$ cat config.mk
export PLATFORM = sky130hd
export DESIGN_NAME = uart_tx_frame
export DESIGN_NICKNAME = d
export VERILOG_FILES = /design/src/rtl/uart_tx_frame.sv
export SDC_FILE = /design/constraint.sdc
export NUM_CORES = 1
export LEC_CHECK = 0
export BUFFER_PORTS_ARGS = -buffer_cell sky130_fd_sc_hd__buf_4
export CAP_MARGIN = 15
export CORE_ASPECT_RATIO = 1.1
export CORE_UTILIZATION = 35
export CTS_BUF_LIST = sky130_fd_sc_hd__clkbuf_4 sky130_fd_sc_hd__clkbuf_8
export DETAILED_ROUTE_END_ITERATION = 7
export GPL_TIMING_DRIVEN = 0
export PLACE_DENSITY_LB_ADDON = 0.25
export SKIP_CTS_REPAIR_TIMING = 1
export SLEW_MARGIN = 20
export SYNTH_ARGS = -nofsm -noshare
export SYNTH_HDL_FRONTEND = slang
export SYNTH_SLANG_ARGS = --single-unit
$ cat constraint.sdc
create_clock -name clk -period 2.6 [get_ports clk]
set_input_delay 0.13 -clock clk [delete_from_list [all_inputs] [get_ports clk]]
set_output_delay 0.13 -clock clk [all_outputs]
set_load 0.01 [all_outputs]
$ cat src/rtl/uart_tx_frame.sv
// UART transmitter with configurable data width, parity and stop bits, fed by a valid/ready handshake.
// Optional line break is enabled by defining UART_TX_BREAK_EN, which adds the i_break port.
module uart_tx_frame #(
  parameter int DATA_BITS       = 8,
  parameter int PARITY_MODE     = 0,
  parameter int STOP_BITS       = 1,
  parameter int TIMER_BITS      = 32,
  parameter int CLOCKS_PER_BAUD = 868
) (
  input  logic                 clk,
  input  logic                 i_reset_n,
  input  logic                 i_valid,
  input  logic [DATA_BITS-1:0] i_data,
  output logic                 o_ready,
  output logic                 o_busy,
  output logic [3:0]           o_bit_idx,
`ifdef UART_TX_BREAK_EN
  input  logic                 i_break,
`endif
  output logic                 uart_rxd_out
);

  if (DATA_BITS < 5 || DATA_BITS > 9) begin : g_bad_data_bits
    $error("uart_tx_frame: DATA_BITS must be 5..9");
  end
  if (PARITY_MODE < 0 || PARITY_MODE > 2) begin : g_bad_parity
    $error("uart_tx_frame: PARITY_MODE must be 0, 1 or 2");
  end
  if (STOP_BITS < 1 || STOP_BITS > 2) begin : g_bad_stop
    $error("uart_tx_frame: STOP_BITS must be 1 or 2");
  end
  if (CLOCKS_PER_BAUD < 2) begin : g_bad_cpb
    $error("uart_tx_frame: CLOCKS_PER_BAUD must be >= 2");
  end

  localparam logic [TIMER_BITS-1:0] RELOAD   = TIMER_BITS'(CLOCKS_PER_BAUD - 1);
  localparam logic [3:0]            IDX_IDLE = 4'd15;
  localparam logic [3:0]            IDX_DLAST = 4'(DATA_BITS);
  localparam logic [3:0]            IDX_LAST =
    4'(DATA_BITS + ((PARITY_MODE != 0) ? 1 : 0) + STOP_BITS);

  typedef enum logic [2:0] {
    S_IDLE, S_START, S_DATA, S_PARITY, S_STOP, S_BREAK
  } state_t;

  state_t                 state_q;
  logic [TIMER_BITS-1:0]  cnt_q;
  logic [DATA_BITS-1:0]   shift_q;
  logic                   par_q;
  logic [3:0]             idx_q;
  logic                   line_q;
  logic                   ready_q;
  logic                   busy_q;
  logic                   brk;

`ifdef UART_TX_BREAK_EN
  assign brk = i_break;
`else
  assign brk = 1'b0;
`endif

  always_ff @(posedge clk or negedge i_reset_n) begin
    if (!i_reset_n) begin
      state_q <= S_IDLE;
      cnt_q   <= '0;
      shift_q <= '0;
      par_q   <= 1'b0;
      idx_q   <= IDX_IDLE;
      line_q  <= 1'b1;
      ready_q <= 1'b1;
      busy_q  <= 1'b0;
    end else begin
      case (state_q)
        S_IDLE: begin
          // Break has priority over a pending word.
          if (brk) begin
            state_q <= S_BREAK;
            line_q  <= 1'b0;
            ready_q <= 1'b0;
            busy_q  <= 1'b1;
          end else if (i_valid) begin
            state_q <= S_START;
            shift_q <= i_data;
            par_q   <= (^i_data) ^ (PARITY_MODE == 1);
            cnt_q   <= RELOAD;
            idx_q   <= 4'd0;
            line_q  <= 1'b0;
            ready_q <= 1'b0;
            busy_q  <= 1'b1;
          end
        end
        S_BREAK: begin
          if (!brk) begin
            state_q <= S_IDLE;
            line_q  <= 1'b1;
            ready_q <= 1'b1;
            busy_q  <= 1'b0;
          end
        end
        default: begin
          if (cnt_q != '0) begin
            cnt_q <= cnt_q - TIMER_BITS'(1);
          end else begin
            cnt_q <= RELOAD;
            idx_q <= idx_q + 4'd1;
            case (state_q)
              S_START: begin
                state_q <= S_DATA;
                line_q  <= shift_q[0];
                shift_q <= shift_q >> 1;
              end
              S_DATA: begin
                if (idx_q == IDX_DLAST) begin
                  state_q <= (PARITY_MODE != 0) ? S_PARITY : S_STOP;
                  line_q  <= (PARITY_MODE != 0) ? par_q : 1'b1;
                end else begin
                  line_q  <= shift_q[0];
                  shift_q <= shift_q >> 1;
                end
              end
              S_PARITY: begin
                state_q <= S_STOP;
                line_q  <= 1'b1;
              end
              default: begin
                line_q <= 1'b1;
                if (idx_q == IDX_LAST) begin
                  state_q <= S_IDLE;
                  idx_q   <= IDX_IDLE;
                  ready_q <= 1'b1;
                  busy_q  <= 1'b0;
                end
              end
            endcase
          end
        end
      endcase
    end
  end

  assign o_ready      = ready_q;
  assign o_busy       = busy_q;
  assign o_bit_idx    = idx_q;
  assign uart_rxd_out = line_q;

endmodule

==> results.sh <==
export IMPL_pwr_density_cell_nw_per_um2=686
export IMPL_routed_via_density=5.38
export IMPL_cts_buffers_inserted=5
export IMPL_vias=2379
export IMPL_finalHoldViolCount=0
export IMPL_fin_crit_sh_pct=91.4
export IMPL_wirelength_um=6530
export IMPL_synthTopCellsByArea="dfrtp_1, nand2_1, dfstp_2"
export IMPL_setup_viol=0
export IMPL_synth_common_cells="nand2_1, dfrtp_1, nor2_1"
export IMPL_relSlewSlack_pct=33.3
export IMPL_whs_ps=26.8
export IMPL_synth_top_flop_cell="dfrtp_1"
export IMPL_drt_initial_drc_count=93
export IMPL_dieArea_um2=8450
export IMPL_critPathKind="reg2reg"
export IMPL_path_max_fanout=8
export IMPL_globalplace_congestion=0.785
export IMPL_io_pins=18
export IMPL_initial_core_util_pct=35.9
export IMPL_tightest_slew_ps=991
export IMPL_fp_row_count=34
export IMPL_portBuffers=17
export IMPL_clock_path_buffers=2
export IMPL_clk_latency_ps=310
export IMPL_synth_most_common_cell="nand2_1"
export IMPL_maxCapViolCount=0
export IMPL_start_kind="register"
export IMPL_grt_pass1_vias=2305
export IMPL_core_area_um2=7870
export IMPL_fmax_mhz=421
export IMPL_first_pass_iters=4
export IMPL_yosysTopAreaCellShare_pct=38.9
export IMPL_clk_pin_slew_ps=90
export IMPL_path_cells="nor4_1 -> and3_2 -> nand4_4 -> a211oi_4 -> buf_12 -> mux2_2"
export IMPL_track_usage_pct=17.1
export IMPL_cts_root_buf="clkbuf_8"
export IMPL_die_w_um=87.7
export IMPL_drive_gt1_share_pct=16.2
export IMPL_clock_skew_ps=5.92
export IMPL_crit_path_top_delay_cell="nor4_1"
export IMPL_wl_per_cell_um=14.8
export IMPL_outcome="finished, final reports clean"
export IMPL_post_dp_hpwl_um=4590
export IMPL_synth_nets=322
export IMPL_rsz0062_at_grt="no"
export IMPL_route_antenna_remaining_nets=0
export IMPL_antenna_found_initial=0
export IMPL_area_delta_synth_final_pct=14.0
export IMPL_synth_cell_types=56
export IMPL_power_w=0.00221
export IMPL_cp_end_kind="register"
export IMPL_fin_util_pct=41.0
export IMPL_die_height_um=96.3
export IMPL_hp_class="in2reg"
export IMPL_critical_path_required_ps=2800
export IMPL_final_nets=348
export IMPL_cts_tree="done"
export IMPL_arrival_ps=2580
export IMPL_grt_remaining_overflow=0
export IMPL_synth_largest_area_cell="dfrtp_1"
export IMPL_htreeDepth=2
export IMPL_fin_area_um2=3220
export IMPL_drc_errors=0
export IMPL_leakagePower_nw=1.36
export IMPL_max_stage_delay_ps=480
export IMPL_yosysWarnings=0
export IMPL_max_vdd_ir_drop_mv=0.260
export IMPL_clock_sink_count=50
export IMPL_grt_max_degree=51
export IMPL_grt_pass1_wl_um=11100
export IMPL_synth_edf_count=0
export IMPL_synth_cells=307
export IMPL_synth_avg_cell_area_um2=9.21
export IMPL_tns_ps=0
export IMPL_syn_cell_area_um2=2830
export IMPL_synth_seq_cells=50
export IMPL_place_area_um2=3090
export IMPL_drv_slew=0
export IMPL_ys_seq_area_share_pct=44.5
export IMPL_async_reset_ff_share_pct=100
export IMPL_period_needed_ps=2380
export IMPL_diodes=0
cell type report:
class | instances | area, um^2
tap | 108 | 135
clock buffer | 7 | 90.1
clock inverter | 1 | 5.00
multi-input combinational | 239 | 1500
buffer | 11 | 47.5
timing repair buffer | 19 | 158
inverter | 7 | 26.3
fill | 806 | 4650
sequential | 50 | 1260
stage by stage:
stage               setup slack, ps  cells
finish                          222    442
global route                   54.1    442
CTS                            62.9    440
detailed placement             77.4    432
global placement                127    432
floorplan                       480    307
per-layer routing:
| metal | track usage (%) | wire length, um | vias up |
|---|---|---|---|
| li1 | - | - | 1165 |
| met2 | 28.7 | 3230 | 40 |
| met4 | 6.42 | 87 | 0 |
| met5 | 0 | 0 | - |
| met3 | 3.09 | 213 | 11 |
| met1 | 21.8 | 3000 | 1163 |
registers in the layout, indices dropped and copies added, names as in the netlist:
signal,flops
cnt_q,32
shift_q,8
o_bit_idx,4
state_q,3
o_busy,1
o_ready,1
uart_rxd_out,1
logic make-up (layout without fill, tap and decap cells):
| group | after synthesis | in the layout | synth area share [%] |
|---|---|---|---|
| flip-flops | 50 | 50 | 44.5 |
| AO/OA/AOI/OAI | 51 | 51 | 12.8 |
| XOR/XNOR | 22 | 22 | 6.81 |
| multiplexers | 8 | 8 | 3.14 |
| adder cells (fa/ha/maj) | 4 | 4 | 1.77 |
| buffers and inverters | 18 | 45 | 2.61 |
| AND/OR/NAND/NOR | 154 | 154 | 28.4 |
final timing paths:
| kind | from | endpoint | slack [ps] | cells past startpoint |
|---|---|---|---|---|
| min | i_data[7] | shift_q[7] | 30 | 3 |
| max in group asynchronous | i_reset_n | o_busy | 1760 | 2 |
| max | cnt_q[14] | shift_q[5] | 220 | 6 |
| min in group asynchronous | i_reset_n | cnt_q[14] | 390 | 2 |
| min reg2reg | o_busy | o_busy | 510 | 2 |
| max reg2reg | cnt_q[14] | shift_q[5] | 220 | 6 |
power breakdown:
part           switching [W]  internal (W)
Clock               0.000270      0.000226
Combinational       0.000319      0.000253
Sequential          0.000198      0.000945
worst max-delay path, delay by kind of cell, from the launching register on:
| kind | cells | cell delay [ps] |
|---|---|---|
| AND/OR/NAND/NOR | 3 | 1040 |
| flip-flops | 1 | 430 |
| multiplexers | 1 | 320 |
| AO/OA/AOI/OAI | 1 | 310 |
| buffers and inverters | 1 | 160 |
cells in the final DEF, fill, tap and decap left out, types with 2 or more instances in the layout:
cell and n:
xnor2_1 17, o31ai_1 3, and3b_1 2, nand2_1 46, and4_1 2, clkbuf_8 6, or3_1 4, xor2_1 5
mux2_2 7, ha_1 4, and4b_1 2, and3_1 2, nor4_1 16, clkbuf_1 5, o21ai_0 12, o211ai_1 3
dfrtp_1 44, a2111oi_0 2, nand4_1 5, or2_2 2, nor2_1 34, o41a_1 2, a21o_1 4, dfstp_2 6
inv_1 7, nand3_1 7, a21oi_1 10, buf_2 4, nand3b_1 5, or4_1 3, nor3_1 15, a31oi_1 2
buf_4 17
No activity file was read; power rests on OpenSTA's default activity.
